===== src/rtl/div_share_ctl_if.sv =====
// Bundle of requester, response and divider-side signals for div_share_ctl.
// master is the controller's view; slave is the view of the surrounding requesters, consumer and divider.
interface div_share_ctl_if #(
    parameter int N_REQ   = 4,
    parameter int BW_ID   = 2,
    parameter int BW_DEND = 4,
    parameter int BW_DSOR = 3
);
    logic [N_REQ-1:0]         REQ_VALID;
    logic [N_REQ-1:0]         REQ_READY;
    logic [N_REQ*BW_DEND-1:0] REQ_DIVIDEND;
    logic [N_REQ*BW_DSOR-1:0] REQ_DIVISOR;
    logic                     RSP_VALID;
    logic                     RSP_READY;
    logic [BW_ID-1:0]         RSP_ID;
    logic [BW_DEND-1:0]       RSP_QUOT;
    logic [BW_DSOR-1:0]       RSP_REM;
    logic                     RSP_DZ;
    logic                     DIV_START;
    logic [BW_DEND-1:0]       DIV_DIVIDEND;
    logic [BW_DSOR-1:0]       DIV_DIVISOR;
    logic                     DIV_BUSY;
    logic [BW_DEND-1:0]       DIV_QUOT;
    logic [BW_DSOR-1:0]       DIV_REM;

    modport master (
        input  REQ_VALID, REQ_DIVIDEND, REQ_DIVISOR, RSP_READY, DIV_BUSY, DIV_QUOT, DIV_REM,
        output REQ_READY, RSP_VALID, RSP_ID, RSP_QUOT, RSP_REM, RSP_DZ,
               DIV_START, DIV_DIVIDEND, DIV_DIVISOR
    );
    modport slave (
        output REQ_VALID, REQ_DIVIDEND, REQ_DIVISOR, RSP_READY, DIV_BUSY, DIV_QUOT, DIV_REM,
        input  REQ_READY, RSP_VALID, RSP_ID, RSP_QUOT, RSP_REM, RSP_DZ,
               DIV_START, DIV_DIVIDEND, DIV_DIVISOR
    );
endinterface


===== src/rtl/div_share_ctl.sv =====
// Round-robin sharing of one sequential divider among N_REQ requesters.
// Divide-by-zero is answered locally; the divider only ever sees non-zero divisors.
module div_share_ctl #(
    parameter int N_REQ   = 4,
    parameter int BW_ID   = 2,
    parameter int BW_DEND = 4,
    parameter int BW_DSOR = 3
) (
    input logic             CLK,
    input logic             RST,
    div_share_ctl_if.master bus
);
    typedef enum logic [1:0] {S_IDLE, S_ISSUE, S_WAIT, S_RESP} state_t;

    state_t             state, state_nxt;
    logic [BW_ID-1:0]   ptr;
    logic [BW_DEND-1:0] op_dend;
    logic [BW_DSOR-1:0] op_dsor;
    logic [BW_ID-1:0]   rsp_id;
    logic [BW_DEND-1:0] rsp_quot;
    logic [BW_DSOR-1:0] rsp_rem;
    logic               rsp_dz;

    logic               grant_vld;
    logic [BW_ID-1:0]   grant_id;
    logic               accept;
    logic [BW_DEND-1:0] sel_dend;
    logic [BW_DSOR-1:0] sel_dsor;
    logic [BW_ID-1:0]   ptr_nxt;

    // Search downward in offset so the lowest offset from ptr is the last (winning) assignment.
    always_comb begin
        grant_vld = 1'b0;
        grant_id  = '0;
        for (int k = N_REQ - 1; k >= 0; k--) begin
            if (bus.REQ_VALID[(int'(ptr) + k) % N_REQ]) begin
                grant_vld = 1'b1;
                grant_id  = BW_ID'((int'(ptr) + k) % N_REQ);
            end
        end
    end

    // Holding off while the divider is busy also covers a reset that landed mid-division.
    assign accept   = (state == S_IDLE) && !bus.DIV_BUSY && grant_vld;
    assign sel_dend = bus.REQ_DIVIDEND[int'(grant_id)*BW_DEND +: BW_DEND];
    assign sel_dsor = bus.REQ_DIVISOR[int'(grant_id)*BW_DSOR +: BW_DSOR];
    assign ptr_nxt  = (grant_id == BW_ID'(N_REQ - 1)) ? '0 : grant_id + 1'b1;

    always_comb begin
        bus.REQ_READY = '0;
        if (accept) bus.REQ_READY[grant_id] = 1'b1;
    end

    always_comb begin
        state_nxt = state;
        case (state)
            S_IDLE:  if (accept) state_nxt = (sel_dsor == '0) ? S_RESP : S_ISSUE;
            S_ISSUE: state_nxt = S_WAIT;
            S_WAIT:  if (!bus.DIV_BUSY) state_nxt = S_RESP;
            S_RESP:  if (bus.RSP_READY) state_nxt = S_IDLE;
            default: state_nxt = S_IDLE;
        endcase
    end

    always_ff @(posedge CLK) begin
        if (RST) state <= S_IDLE;
        else     state <= state_nxt;
    end

    always_ff @(posedge CLK) begin
        if (RST) begin
            ptr      <= '0;
            op_dend  <= '0;
            op_dsor  <= '0;
            rsp_id   <= '0;
            rsp_quot <= '0;
            rsp_rem  <= '0;
            rsp_dz   <= 1'b0;
        end else if (accept) begin
            ptr     <= ptr_nxt;
            op_dend <= sel_dend;
            op_dsor <= sel_dsor;
            rsp_id  <= grant_id;
            if (sel_dsor == '0) begin
                rsp_quot <= '1;
                rsp_rem  <= '0;
                rsp_dz   <= 1'b1;
            end else begin
                rsp_dz   <= 1'b0;
            end
        end else if (state == S_WAIT && !bus.DIV_BUSY) begin
            rsp_quot <= bus.DIV_QUOT;
            rsp_rem  <= bus.DIV_REM;
        end
    end

    assign bus.DIV_START    = (state == S_ISSUE);
    assign bus.DIV_DIVIDEND = op_dend;
    assign bus.DIV_DIVISOR  = op_dsor;
    assign bus.RSP_VALID    = (state == S_RESP);
    assign bus.RSP_ID       = rsp_id;
    assign bus.RSP_QUOT     = rsp_quot;
    assign bus.RSP_REM      = rsp_rem;
    assign bus.RSP_DZ       = rsp_dz;
endmodule


===== src/flat_wrapper.sv =====
// flat-port wrapper written by rule: the top's interface ports become plain ports
module div_share_ctl_flat 
#(
    parameter int N_REQ   = 4,
    parameter int BW_ID   = 2,
    parameter int BW_DEND = 4,
    parameter int BW_DSOR = 3
)
  (CLK, RST, bus_REQ_VALID, bus_REQ_DIVIDEND, bus_REQ_DIVISOR, bus_RSP_READY, bus_DIV_BUSY, bus_DIV_QUOT, bus_DIV_REM, bus_REQ_READY, bus_RSP_VALID, bus_RSP_ID, bus_RSP_QUOT, bus_RSP_REM, bus_RSP_DZ, bus_DIV_START, bus_DIV_DIVIDEND, bus_DIV_DIVISOR);
  div_share_ctl_if #(.N_REQ(N_REQ), .BW_ID(BW_ID), .BW_DEND(BW_DEND), .BW_DSOR(BW_DSOR)) bus_i ();
  input logic CLK;
  input logic RST;
  input wire logic [$bits(bus_i.REQ_VALID)-1:0] bus_REQ_VALID;
  input wire logic [$bits(bus_i.REQ_DIVIDEND)-1:0] bus_REQ_DIVIDEND;
  input wire logic [$bits(bus_i.REQ_DIVISOR)-1:0] bus_REQ_DIVISOR;
  input wire logic [$bits(bus_i.RSP_READY)-1:0] bus_RSP_READY;
  input wire logic [$bits(bus_i.DIV_BUSY)-1:0] bus_DIV_BUSY;
  input wire logic [$bits(bus_i.DIV_QUOT)-1:0] bus_DIV_QUOT;
  input wire logic [$bits(bus_i.DIV_REM)-1:0] bus_DIV_REM;
  output wire logic [$bits(bus_i.REQ_READY)-1:0] bus_REQ_READY;
  output wire logic [$bits(bus_i.RSP_VALID)-1:0] bus_RSP_VALID;
  output wire logic [$bits(bus_i.RSP_ID)-1:0] bus_RSP_ID;
  output wire logic [$bits(bus_i.RSP_QUOT)-1:0] bus_RSP_QUOT;
  output wire logic [$bits(bus_i.RSP_REM)-1:0] bus_RSP_REM;
  output wire logic [$bits(bus_i.RSP_DZ)-1:0] bus_RSP_DZ;
  output wire logic [$bits(bus_i.DIV_START)-1:0] bus_DIV_START;
  output wire logic [$bits(bus_i.DIV_DIVIDEND)-1:0] bus_DIV_DIVIDEND;
  output wire logic [$bits(bus_i.DIV_DIVISOR)-1:0] bus_DIV_DIVISOR;
  assign bus_i.REQ_VALID = bus_REQ_VALID;
  assign bus_i.REQ_DIVIDEND = bus_REQ_DIVIDEND;
  assign bus_i.REQ_DIVISOR = bus_REQ_DIVISOR;
  assign bus_i.RSP_READY = bus_RSP_READY;
  assign bus_i.DIV_BUSY = bus_DIV_BUSY;
  assign bus_i.DIV_QUOT = bus_DIV_QUOT;
  assign bus_i.DIV_REM = bus_DIV_REM;
  assign bus_REQ_READY = bus_i.REQ_READY;
  assign bus_RSP_VALID = bus_i.RSP_VALID;
  assign bus_RSP_ID = bus_i.RSP_ID;
  assign bus_RSP_QUOT = bus_i.RSP_QUOT;
  assign bus_RSP_REM = bus_i.RSP_REM;
  assign bus_RSP_DZ = bus_i.RSP_DZ;
  assign bus_DIV_START = bus_i.DIV_START;
  assign bus_DIV_DIVIDEND = bus_i.DIV_DIVIDEND;
  assign bus_DIV_DIVISOR = bus_i.DIV_DIVISOR;
  div_share_ctl #(.N_REQ(N_REQ), .BW_ID(BW_ID), .BW_DEND(BW_DEND), .BW_DSOR(BW_DSOR)) u_core (.CLK(CLK), .RST(RST), .bus(bus_i));
endmodule

===== config.mk =====
export PLATFORM = sky130hd
export DESIGN_NAME = div_share_ctl_flat
export DESIGN_NICKNAME = d
export VERILOG_FILES = /design/src/rtl/div_share_ctl_if.sv /design/src/rtl/div_share_ctl.sv /design/src/flat_wrapper.sv
export SDC_FILE = /design/constraint.sdc
export NUM_CORES = 1
export LEC_CHECK = 0
export ABC_CLOCK_PERIOD_IN_PS = 2000
export BUFFER_PORTS_ARGS = -buffer_cell sky130_fd_sc_hd__clkbuf_2
export CELL_PAD_IN_SITES_DETAIL_PLACEMENT = 0
export CELL_PAD_IN_SITES_GLOBAL_PLACEMENT = 1
export CORE_MARGIN = 4
export CORE_UTILIZATION = 25
export CTS_CLUSTER_SIZE = 40
export DETAILED_ROUTE_END_ITERATION = 8
export GPL_TIMING_DRIVEN = 0
export MAX_ROUTING_LAYER = met4
export PLACE_DENSITY_LB_ADDON = 0.1
export SLEW_MARGIN = 25
export SYNTH_ARGS = -nofsm -noshare
export SYNTH_HDL_FRONTEND = slang
export SYNTH_SLANG_ARGS = --single-unit

===== constraint.sdc =====
create_clock -name CLK -period 2 [get_ports CLK]
set_clock_uncertainty 0.05 [all_clocks]
set_input_delay 0.1 -clock CLK [delete_from_list [all_inputs] [get_ports CLK]]
set_output_delay 0.1 -clock CLK [all_outputs]
set_load 0.03 [all_outputs]

==> Word level (Yosys, flattened, before mapping) <==
Index checks and enable logic that the tools add are counted.
{ "totals": {"word_cells": 80, "output_inout_bits": 23, "reg_bits": 21, "inputBits": 43} }
{ "classes": {"n_reduce_logical": 13, "add_sub_neg": 4, "eq_ne": 8, "mul": 1, "mux": 35, "magnitude_cmp": 6, "shift": 2, "n_bitwise": 3} }
{ "ops": {"columns": ["operator", "count"], "rows": [
  ["12-bit by 32-bit indexed part select with 3-bit output", 1],
  ["2-bit 2-to-1 mux", 9],
  ["4-bit 2-to-1 mux", 4],
  ["16-bit by 5-bit indexed part select with 4-bit output", 1],
  ["1-bit 2-to-1 mux", 13],
  ["3-bit by 4-bit < comparator with 1-bit output, second input constant", 3],
  ["3-bit 2-to-1 mux", 3],
  ["1-bit binary-select mux with 2-bit select", 4],
  ["2-bit one-hot mux with 4 select lines", 1],
  ["2-bit == test, second input constant", 3],
  ["2-bit by 3-bit < comparator with 1-bit output, second input constant", 2],
  ["2-bit != test, second input constant", 3],
  ["2-bit OR reduction", 3],
  ["2-bit by 1-bit adder with 2-bit output, second input constant", 2],
  ["2-bit adder, second input constant", 2],
  ["1-bit logical AND", 4],
  ["2-bit by 2-bit multiplier with 4-bit output, second input constant", 1],
  ["1-bit bitwise AND, first input constant", 3],
  ["3-bit logical NOT", 1],
  ["3-bit AND reduction", 1],
  ["1-bit demux with 2-bit select", 1],
  ["2-bit by 1-bit == test with 1-bit output, second input constant", 1],
  ["2-bit by 1-bit greater-or-equal comparator with 1-bit output, second input constant", 1],
  ["2-bit logical NOT", 1],
  ["4 further kinds", 4]
]} }

==> Logic depth before layout (Yosys ltp) <==
Gate-level depths: netlist of run 1.
{ "depth": {"depth_word": 16, "mapped_depth": 9, "depth_no_buf": 7} }

==> Worst setup path before layout of run 1 <==
No wires, ideal clock.
{ "synth_path": {"path_kind": "reg2out", "startpoint": "register u_core.ptr[1]", "endpoint": "output port bus_REQ_READY[0]", "arrival_ns": 1.766, "required_time_ns": 1.850, "path_slack_ns": 0.084, "path_stages_with_launch": 8, "n_path_buf": 1, "path_cell_list": "dfxtp_1 > mux2i_1 > nor2_1 > a311oi_2 > buf_6 > inv_1 > ha_1 > and3_1"} }
{ "synth_between": {"elab_chain_len": 13, "word_cells_on_any_way": 29, "classes_between": "3 x add/sub; 2 x order compare; 22 x mux; 2 x reduce/logical"} }
{ "synth_rtl": {"columns": ["item", "line_no", "rtl"], "rows": [
  ["from (decl)", "div_share_ctl.sv:16", "logic [BW_ID-1:0] ptr;"],
  ["from (signal assigned)", "div_share_ctl.sv:80", "ptr <= ptr_nxt;"],
  ["2-bit adder", "div_share_ctl.sv:36", "if (bus.REQ_VALID[(int'(ptr) + k) % N_REQ]) begin"],
  ["1-bit binary-select mux with 2-bit select", "div_share_ctl.sv:36", null],
  ["1-bit 2-to-1 mux (not written as such) (2 in a row)", "div_share_ctl.sv:36", null],
  ["2-bit 2-to-1 mux (3 in a row)", "div_share_ctl.sv:36", null],
  ["2-bit 2-to-1 mux (*)", "div_share_ctl.sv:36", null],
  ["net u_core.grant_id[0]", "div_share_ctl.sv:25", "logic [BW_ID-1:0] grant_id;"],
  ["2-bit by 3-bit < comparator with 1-bit output (not written as such) / 2-bit by 1-bit greater-or-equal comparator with 1-bit output (equally long branches)", "div_share_ctl.sv:51", "if (accept) bus.REQ_READY[grant_id] = 1'b1;"],
  ["1-bit logical AND (not written as such)", "div_share_ctl.sv:51", null],
  ["1-bit 2-to-1 mux (not written as such)", "div_share_ctl.sv:51", null],
  ["1-bit demux with 2-bit select (*)", null, null],
  ["4-bit 2-to-1 mux (*)", "div_share_ctl.sv:51", null],
  ["to (decl)", "flat_wrapper.sv:20", "output wire logic [$bits(bus_i.REQ_READY)-1:0] bus_REQ_READY;"]
]} }
Mark *: on every way through the listed nets, which the timed path passes. The rest lies on a longest branch. The select of a mux whose other input is x is not followed.

==> Final worst setup path of run 1 <==
{ "layout_path": {"startpoint": "register u_core.ptr[1]", "endpoint": "output port bus_REQ_READY[1]"} }
{ "layout_between": {"elab_chain_len": 13, "word_cells_on_any_way": 29, "classes_between": "3 x add/sub; 2 x order compare; 22 x mux; 2 x reduce/logical"} }
{ "layout_rtl": {"columns": ["item", "line_no"], "rows": [
  ["2-bit adder", "div_share_ctl.sv:36, div_share_ctl.sv:38"],
  ["1-bit binary-select mux with 2-bit select", "div_share_ctl.sv:36"],
  ["1-bit 2-to-1 mux (not written as such) (2 in a row)", "div_share_ctl.sv:36"],
  ["2-bit 2-to-1 mux (3 in a row)", "div_share_ctl.sv:36"],
  ["2-bit 2-to-1 mux (*)", "div_share_ctl.sv:36"],
  ["net u_core.grant_id[1]", "div_share_ctl.sv:25"],
  ["2-bit by 3-bit < comparator with 1-bit output (not written as such) / 2-bit by 1-bit greater-or-equal comparator with 1-bit output (equally long branches)", "div_share_ctl.sv:51"],
  ["1-bit logical AND (not written as such)", "div_share_ctl.sv:51"],
  ["1-bit 2-to-1 mux (not written as such)", "div_share_ctl.sv:51"],
  ["1-bit demux with 2-bit select (*)", null],
  ["4-bit 2-to-1 mux (*)", "div_share_ctl.sv:51"]
]} }
Marked as above.

==> results of run 1 <==
final timing paths:
check                                    to  slack, ns  depth (start not counted)
setup / recovery           bus_REQ_READY[1]      -0.07                          9
hold / removal        u_core.bus.RSP_REM[2]       0.03                          3
setup reg to reg     u_core.bus.RSP_QUOT[3]       0.05                          8
hold reg to reg   u_core.bus.DIV_DIVISOR[1]       0.41                          2
stage by stage:
stage,util,cells,power [uW],TNS (ns),hold WS (ns)
floorplan,-,158,1430,0,0.201
global placement,0.343,293,1730,-2.93,0.300
detailed placement,0.343,293,1740,-3.02,0.304
CTS,0.381,304,2160,-0.279,0.0261
global route,0.408,305,2440,-0.806,0.0470
finish,0.408,305,2270,-0.180,0.0303
cell usage after synthesis:
cell type  number  area (sq um)
and2_4          1          8.76
o21ai_1         4          20.0
ha_1            9           113
nand4_4         1          21.3
inv_1           7          26.3
a311oi_2        2          30.0
nand3_1         4          20.0
a211oi_2        4          50.1
a21oi_1        17          85.1
dfxtp_1        21           420
buf_6           2          22.5
nor2_1         14          52.6
o2bb2a_4        1          20.0
and2_1          1          6.26
buf_2           1          5.00
and3_1          4          25.0
nand4_1         1          6.26
mux2_2          3          33.8
nand3b_1        7          52.6
mux2i_1        18           180
clkbuf_1        4          15.0
nor3b_1         1          7.51
nor4_4          1          21.3
nor4_2          1          12.5
nand2_1        26          97.6
nand2b_1        2          12.5
a211oi_1        1          7.51
tightest hold or removal path, stage by stage:
cell and delay [ns]:
clkbuf_2 0.08, nand3b_1 0.07, o21ai_1 0.07
metal layers:
layer | vias up | part of all wire | track usage
met3 | 5 | 0.080 | 0.0206
met2 | 53 | 0.44 | 0.208
met5 | - | 0 | -
li1 | 708 | - | -
met4 | 0 | 0.014 | 0.0399
met1 | 612 | 0.46 | 0.157
cell families after synthesis:
logic type               after synthesis
flip-flops                            21
AND/OR/NAND/NOR                       64
AO/OA/AOI/OAI                         29
multiplexers                          21
adder cells (fa/ha/maj)                9
buffers and inverters                 14
report_power, final:
| part | total, uW | internal (uW) | switching [uW] |
|---|---|---|---|
| Sequential | 595 | 524 | 71.0 |
| Clock | 286 | 139 | 147 |
| Combinational | 1390 | 601 | 788 |
| Total | 2270 | 1260 | 1010 |
repair_timing:
item,CTS,global route
resized for setup,24,27
buffers inserted,7,1
endpoints found under the hold margin,0,0
pin swaps,3,5
endpoints found under the setup margin,21,16
final cells by class:
type | count | area [sq um]
plain buffers | 7 | 66.3
clock buffers | 3 | 41.3
clock inverters | 1 | 5.00
fillers | 564 | 3080
inverters | 7 | 30.0
multi-input cells | 123 | 1040
flip-flops and latches | 21 | 424
well taps | 70 | 87.6
repair buffers | 73 | 429
flip-flops by register name, indices dropped and copies added, names as in the netlist:
signal,flops
u_core.ptr,2
u_core.bus.DIV_DIVISOR,3
u_core.state,2
u_core.bus.DIV_DIVIDEND,4
u_core.bus.RSP_ID,2
u_core.bus.RSP_QUOT,4
u_core.bus.RSP_DZ,1
u_core.bus.RSP_REM,3
==> flow_summary.json, run 1 <==
{
  "fmax_ghz": 0.484,
  "synth.distinct_cells": 27,
  "finalHoldViolCount": 0,
  "hp-start": "bus_DIV_REM[2]",
  "dp_slack_ns": -0.290,
  "routed_wl_um": 4170,
  "cp-start-kind": "register",
  "ys_seq_area_frac": 0.306,
  "syn-num-nets": 210,
  "port_buffers": 65,
  "crit_buf_inv": 4,
  "overflow": 0,
  "critical_path_class": "reg2out",
  "synth_top_family_by_area": "simple AND/OR/NAND/NOR gates",
  "grt.total_usage": 0.126,
  "yosys.area_share.simple": 0.251,
  "setup.worst_path.start": "u_core.ptr[1]",
  "synth_seq_cells": 21,
  "path_delay_family": "buffers and inverters",
  "cellPowerDensity_mw_per_mm2": 1070,
  "n_antenna_cell": 0,
  "wire_per_inst_um": 13.7,
  "syn_area_per_cell_sq_um": 8.69,
  "cp_data_required_time_ns": 1.85,
  "setup.worst_path.end_class": "primary output",
  "ios": 66,
  "arrival_ns": 1.92,
  "synth_xor_area_frac": 0,
  "area_growth_pct": 54.8,
  "cts_tree": "done",
  "grt_max_degree": 13,
  "place_area_sq_mm": 0.00179,
  "initial_core_util": 0.264,
  "irDropWorstVdd_mv": 0.338,
  "max_cap_violations": 0,
  "via_per_inst": 4.52,
  "drt_iter0_markers": 28,
  "setup_viol": 4,
  "ctsHoldBuffers": 0,
  "ctsHtreeMaxLevel": 1,
  "timing.final.ws_setup_ns": -0.0661,
  "dieHeight_um": 82.1,
  "slew_viol_final": 0,
  "synth_mux_area_frac": 0.156,
  "numCtsBuffers": 3,
  "syn-instance-count": 158,
  "grt_pass1_wl_um": 6380,
  "synth_warnings": 0,
  "clk_latency_ns": 0.26,
  "p_leak_uw": 0.000913,
  "dp_hpwl_um": 3240,
  "grt_pass1_vias": 1399,
  "cts-root-buf": "clkbuf_8",
  "worstPathMaxFanout": 11,
  "ant_nets": 0,
  "fin_crit_sh": 1.03,
  "cts.sinks": 21,
  "clock_path_buffers": 2,
  "cpPeakStageDelay_ns": 0.37,
  "dr_total_vias": 1378,
  "cp_common_cell": "buf_12",
  "relSlewSlack": 0.630,
  "drive_above_1_share": 0.481,
  "outcome": "complete, but fails checks",
  "fin_crit_ns": 2.07,
  "drcViolationCount": 0,
  "final_common_cell": "clkbuf_2",
  "crit_path_top_delay_cell": "dfxtp_4",
  "failed_checks": "setup timing",
  "die_w_um": 82.1,
  "rows": 26,
  "r2r_start": "u_core.ptr[1]",
  "synth_fa_ha_area_frac": 0.0820,
  "rsz0062_at_grt": "true",
  "final_cell_mix": "clkbuf_2 (61), nand2_1 (26), dfxtp_1 (20)",
  "synth_area_sq_mm": 0.00137,
  "finalInstanceArea_sq_mm": 0.00212,
  "nets": 288,
  "gp_congestion": 0.751,
  "worstMarginPinSlew_ns": 0.556,
  "antenna_found_initial": 0,
  "core_region_area_sq_mm": 0.00520,
  "die_area_sq_mm": 0.00674,
  "drt-pass1-iter-count": 4,
  "hp-class": "in2reg",
  "synth_compound_area_frac": 0.155,
  "path_clk_slew_ns": 0.08,
  "cp_cell_sequence": "a21oi_1, o21ai_1, o2bb2a_4, buf_12, buf_12, inv_1, ha_1, and3_4, buf_8"
}
Power figures use the tool's default switching activity.
==> run 2: changes to the inputs <==
--- a/config.mk
+++ b/config.mk
@@ -9,14 +9,14 @@
 export BUFFER_PORTS_ARGS = -buffer_cell sky130_fd_sc_hd__clkbuf_2
 export CELL_PAD_IN_SITES_DETAIL_PLACEMENT = 0
 export CELL_PAD_IN_SITES_GLOBAL_PLACEMENT = 1
+export CORE_ASPECT_RATIO = 1.1
 export CORE_MARGIN = 4
 export CORE_UTILIZATION = 25
 export CTS_CLUSTER_SIZE = 40
 export DETAILED_ROUTE_END_ITERATION = 8
 export GPL_TIMING_DRIVEN = 0
 export MAX_ROUTING_LAYER = met4
-export PLACE_DENSITY_LB_ADDON = 0.1
-export SLEW_MARGIN = 25
+export PLACE_DENSITY_LB_ADDON = 0.12
 export SYNTH_ARGS = -nofsm -noshare
 export SYNTH_HDL_FRONTEND = slang
 export SYNTH_SLANG_ARGS = --single-unit
==> run 2 against run 1 <==
The flow still finishes with violations (setup timing). Via count fell by 0.87%. Power rose by 0.99%. Routed wire length barely moved. Final area rose by 1.8%. First-iteration DRC count rose by 110%. Clock power fell by 3%. Clock-buffer cell count did not move. Highest routed layer unchanged.
==> flow_summary.json, run 2 (synthesis gave the netlist of run 1 again) <==
{
  "met2WireLength_um": 2020,
  "fin_crit_sh": 1.04,
  "hp-class": "in2reg",
  "dp_hpwl_um": 3150,
  "drt_iter0_markers": 60,
  "swShare": 0.437,
  "nets": 293,
  "drt-met1-wl_um": 1960,
  "antenna_found_initial": 0,
  "cp_data_required_time_ns": 1.85,
  "cts.sinks": 21,
  "ctsHtreeMaxLevel": 1,
  "fin_crit_ns": 2.08,
  "grt_max_degree": 13,
  "via_per_inst": 4.34,
  "slew_viol_final": 0,
  "final_common_cell": "clkbuf_2",
  "final_cell_mix": "clkbuf_2 (62), nand2_1 (26), dfxtp_1 (20)",
  "die_area_sq_mm": 0.00674,
  "instances_no_fill": 315,
  "critical_path_class": "reg2out",
  "p_leak_uw": 0.000945,
  "worstPathMaxFanout": 6,
  "arrival_ns": 1.93,
  "drcViolationCount": 0,
  "ant_nets": 0,
  "r2r_start": "u_core.ptr[1]",
  "port_buffers": 65,
  "dp.cells": 298,
  "max_cap_violations": 0,
  "rr_endpoint": "u_core.bus.RSP_REM[0]",
  "min_to": "u_core.bus.RSP_REM[2]",
  "power_frac_comb": 0.622,
  "n_antenna_cell": 0,
  "relSlewSlack": 0.624,
  "cts_tree": "done",
  "die_w_um": 78.7,
  "clk_latency_ns": 0.25,
  "grt_pass1_vias": 1322,
  "ctsHoldBuffers": 0,
  "failed_checks": "setup timing",
  "dr_total_vias": 1366,
  "outcome": "complete, but fails checks",
  "reg2reg_slack_ns": 0,
  "seqCellArea_sq_um": 424,
  "wl_met3_um": 165,
  "cp-start-kind": "register",
  "routed_wl_um": 4170,
  "rsz0062_at_grt": "true",
  "gp_congestion": 0.730,
  "p_clk_frac": 0.121,
  "cellPowerDensity_mw_per_mm2": 1060,
  "finalHoldViolCount": 0,
  "numCtsBuffers": 3,
  "rows": 28,
  "hp-start": "bus_DIV_REM[2]",
  "dieHeight_um": 85.7,
  "ios": 66,
  "internal_power_uw": 1290,
  "core_region_area_sq_mm": 0.00536,
  "highest_layer": "met4",
  "seq_power_share": 0.257,
  "clock_path_buffers": 2,
  "setup_viol": 5,
  "overflow": 0,
  "cts-root-buf": "clkbuf_8",
  "drive_above_1_share": 0.496,
  "worstMarginPinSlew_ns": 0.564,
  "irDropWorstVdd_mv": 0.474,
  "grt_pass1_wl_um": 6660,
  "power_switching_uw": 1000,
  "grt.total_usage": 0.128,
  "multiInputGateArea_sq_mm": 0.00102,
  "fmax_ghz": 0.482,
  "path_clk_slew_ns": 0.08,
  "wire_per_inst_um": 13.2,
  "initial_core_util": 0.256,
  "timing.final.ws_setup_ns": -0.0768,
  "holdPathStages": 3,
  "setup.worst_path.end_class": "primary output",
  "fillers": 568,
  "reg2regPathDepth": 9,
  "drt-pass1-iter-count": 4,
  "totalPowerFinal_uw": 2290,
  "area_growth_pct": 57.5
}
-- run 2: cell types whose count changed in the layout (fill, tap and decap cells not counted), sizes merged --
cell,delta
clkbuf,+3
buf,+2
-- run 2: how the worst max path moves through the flow --
stage / startpoint / to / slack [ns] / cells past startpoint
finish: u_core.ptr[1] / bus_REQ_READY[2] / -0.08 / 9
global route: u_core.ptr[1] / bus_REQ_READY[2] / -0.18 / 9
CTS: u_core.ptr[1] / bus_REQ_READY[0] / -0.09 / 9
detailed placement: u_core.ptr[1] / bus_REQ_READY[0] / -0.24 / 8
global placement: u_core.ptr[1] / bus_REQ_READY[0] / -0.25 / 8
floorplan: u_core.ptr[1] / bus_REQ_READY[0] / 0.08 / 7
-- run 2: layer usage --
layer | vias up | track usage
met3 | 2 | 0.0252
met5 | - | -
met1 | 621 | 0.172
met4 | 0 | 0.0286
li1 | 718 | -
met2 | 25 | 0.198
-- run 2: cell type report --
| type | instances | share of cell area |
|---|---|---|
| plain buffers | 6 | 0.0237 |
| clock buffers | 3 | 0.0191 |
| clock inverters | 1 | 0.00231 |
| inverters | 7 | 0.0139 |
| multi-input cells | 123 | 0.472 |
| flip-flops and latches | 21 | 0.196 |
| well taps | 75 | 0.0434 |
| repair buffers | 79 | 0.229 |
-- run 2: critical path: stages, from the launching register on --
cell and delay, ns:
dfxtp_4 0.38, mux2i_1 0.18, nor2_1 0.07, a311oi_2 0.18, buf_4 0.17, buf_8 0.11
clkinvlp_4 0.09, ha_2 0.18, and3_1 0.16, clkbuf_8 0.15
-- run 2: what timing repair did --
action,CTS,global route
resized for setup,23,24
buffers inserted,12,2
gates cloned,0,0
pin swaps,4,2
endpoints found under the setup margin,19,19
-- run 2: metrics by stage --
| step | cell area, sq um | hold slack (ns) | TNS, ns | utilization | worst slack [ns] |
|---|---|---|---|---|---|
| 2_1_floorplan | 1370 | 0.201 | 0 | - | 0.0842 |
| 3_3_place_gp | 1790 | 0.325 | -2.17 | 0.334 | -0.248 |
| 3_5_place_dp | 1790 | 0.297 | -2.18 | 0.334 | -0.240 |
| 4_1_cts | 2030 | 0.0329 | -0.211 | 0.379 | -0.0938 |
| 5_1_grt | 2160 | 0.0409 | -1.30 | 0.403 | -0.185 |
| 6_report | 2160 | 0.0369 | -0.193 | 0.403 | -0.0768 |
-- run 2: power by group through the flow --
stage	sequential, uW	combinational (uW)	clock [uW]
final	589	1430	277
after global placement	602	1130	0
after detailed placement	599	1130	0
after floorplan	730	697	0
after CTS	591	1320	289
after global routing	606	1570	311
==> run 3: changes to the inputs <==
--- a/config.mk
+++ b/config.mk
@@ -10,8 +10,8 @@
 export CELL_PAD_IN_SITES_DETAIL_PLACEMENT = 0
 export CELL_PAD_IN_SITES_GLOBAL_PLACEMENT = 1
 export CORE_ASPECT_RATIO = 1.1
-export CORE_MARGIN = 4
 export CORE_UTILIZATION = 25
+export CTS_BUF_LIST = sky130_fd_sc_hd__clkbuf_16
 export CTS_CLUSTER_SIZE = 40
 export DETAILED_ROUTE_END_ITERATION = 8
 export GPL_TIMING_DRIVEN = 0
==> run 3 against run 2 <==
The flow still finishes with violations (setup timing). Power is 2.8% higher. Routed wire length is 4.6% lower. Die area is 14% lower. Non-clock buffer count is 6 lower. Clock power is 49% higher. Flip-flop and latch count stayed put. Setup slack better by 0.017 ns.
==> flow_summary.json, run 3 (synthesis gave the netlist of run 1 again) <==
{
  "path_clk_slew_ns": 0.06,
  "overflow": 0,
  "dp_hpwl_um": 3020,
  "die_area_sq_mm": 0.00579,
  "cp-start-kind": "register",
  "cellPowerDensity_mw_per_mm2": 1110,
  "grt_max_degree": 12,
  "wire_per_inst_um": 13.0,
  "grt_pass1_wl_um": 6240,
  "fmax_ghz": 0.485,
  "irDropWorstVdd_mv": 0.366,
  "reg2reg_slack_ns": 0.02,
  "port_buffers": 65,
  "initial_core_util": 0.267,
  "cts-root-buf": "clkbuf_16",
  "final_common_cell": "clkbuf_2",
  "clk_latency_ns": 0.25,
  "drt-pass1-iter-count": 4,
  "dp_slack_ns": -0.233,
  "failed_checks": "setup timing",
  "gp_congestion": 0.685,
  "cts_tree": "done",
  "outcome": "complete, but fails checks",
  "rr_endpoint": "u_core.bus.RSP_REM[2]",
  "drive_above_1_share": 0.457,
  "worstPathMaxFanout": 6,
  "finalHoldViolCount": 0,
  "n_antenna_cell": 0,
  "hp-start": "bus_DIV_REM[2]",
  "ctsHtreeMaxLevel": 1,
  "slew_viol_final": 0,
  "worstMarginPinSlew_ns": 0.561,
  "timing.final.ws_setup_ns": -0.0598,
  "fin_crit_ns": 2.06,
  "setup_viol": 4,
  "drcViolationCount": 0,
  "grt_pass1_vias": 1268,
  "relSlewSlack": 0.626,
  "setup.worst_path.end_class": "primary output",
  "holdPathStages": 3,
  "ant_nets": 0,
  "dieHeight_um": 79.7,
  "reg2regPathDepth": 8,
  "cts.sinks": 21,
  "die_w_um": 72.7,
  "fin_crit_sh": 1.03,
  "rows": 27,
  "r2r_start": "u_core.ptr[1]",
  "final_cell_mix": "clkbuf_2 (62), nand2_1 (26), dfxtp_1 (20)",
  "hp-class": "in2reg",
  "min_to": "u_core.bus.RSP_REM[2]",
  "ios": 66,
  "place_area_sq_mm": 0.00179,
  "hold_ws_ns": 0.0575,
  "numCtsBuffers": 3,
  "nets": 287,
  "max_cap_violations": 0,
  "finalInstanceArea_sq_mm": 0.00212,
  "core_region_area_sq_mm": 0.00513,
  "area_growth_pct": 54.8,
  "rsz0062_at_grt": "true",
  "drt_iter0_markers": 37,
  "fillers": 550,
  "clock_path_buffers": 2,
  "grt.total_usage": 0.146,
  "p_leak_uw": 0.000932,
  "dr_total_vias": 1361,
  "routed_wl_um": 3980,
  "antenna_found_initial": 0,
  "via_per_inst": 4.45,
  "critical_path_class": "reg2out",
  "arrival_ns": 1.91,
  "cp_data_required_time_ns": 1.85
}
[run 3: how the worst max path moves through the flow]
| stage | depth (start not counted) | endpoint | from |
|---|---|---|---|
| finish | 8 | bus_REQ_READY[2] | u_core.ptr[1] |
| floorplan | 7 | bus_REQ_READY[0] | u_core.ptr[1] |
| detailed placement | 8 | bus_REQ_READY[0] | u_core.ptr[1] |
| global route | 8 | bus_REQ_READY[0] | u_core.ptr[1] |
| global placement | 8 | bus_REQ_READY[0] | u_core.ptr[1] |
| CTS | 8 | bus_REQ_READY[3] | u_core.ptr[1] |
[run 3: final cells by class]
| class | instances | area (sq um) | share of cell area |
|---|---|---|---|
| Multi-Input combinational cell | 123 | 1020 | 0.479 |
| Inverter | 7 | 30.0 | 0.0141 |
| Clock buffer | 3 | 75.1 | 0.0353 |
| Tap cell | 72 | 90.1 | 0.0424 |
| Buffer | 7 | 67.6 | 0.0318 |
| Sequential cell | 21 | 424 | 0.200 |
| Timing Repair Buffer | 72 | 417 | 0.196 |
| Clock inverter | 1 | 3.75 | 0.00177 |
[run 3: metrics by stage]
stage | power, uW | TNS, ns | instances | util
2_1_floorplan | 1430 | 0 | 158 | -
3_3_place_gp | 1730 | -2.23 | 295 | 0.348
3_5_place_dp | 1720 | -2.07 | 295 | 0.348
4_1_cts | 2300 | -0.272 | 305 | 0.397
5_1_grt | 2530 | -1.18 | 306 | 0.414
6_report | 2360 | -0.183 | 306 | 0.414
[run 3: report_power, final]
part	internal (uW)	total [uW]	switching, uW
Combinational	576	1350	769
Clock	266	414	147
Sequential	525	597	71.9
Total	1370	2360	989
[run 3: critical path, stage by stage, from the launching register on]
cell and delay, ns:
dfxtp_4 0.38, mux2i_1 0.18, nor2_1 0.06, a311oi_2 0.28, buf_6 0.17, clkinvlp_4 0.10, ha_2 0.18, and3_1 0.16
clkbuf_8 0.15
[run 3: repair_timing]
action	in CTS	in global routing
pin swaps	3	4
hold buffers	0	0
setup buffers	6	2
setup endpoints to repair	19	17
hold endpoints to repair	0	0
resized for setup	30	14
[run 3: routing by layer]
metal	vias to the layer above	track usage	wire length [um]
li1	710	-	-
met1	622	0.192	1940
met2	27	0.233	1870
met3	2	0.0164	147
met4	0	0.0471	20
met5	-	-	0
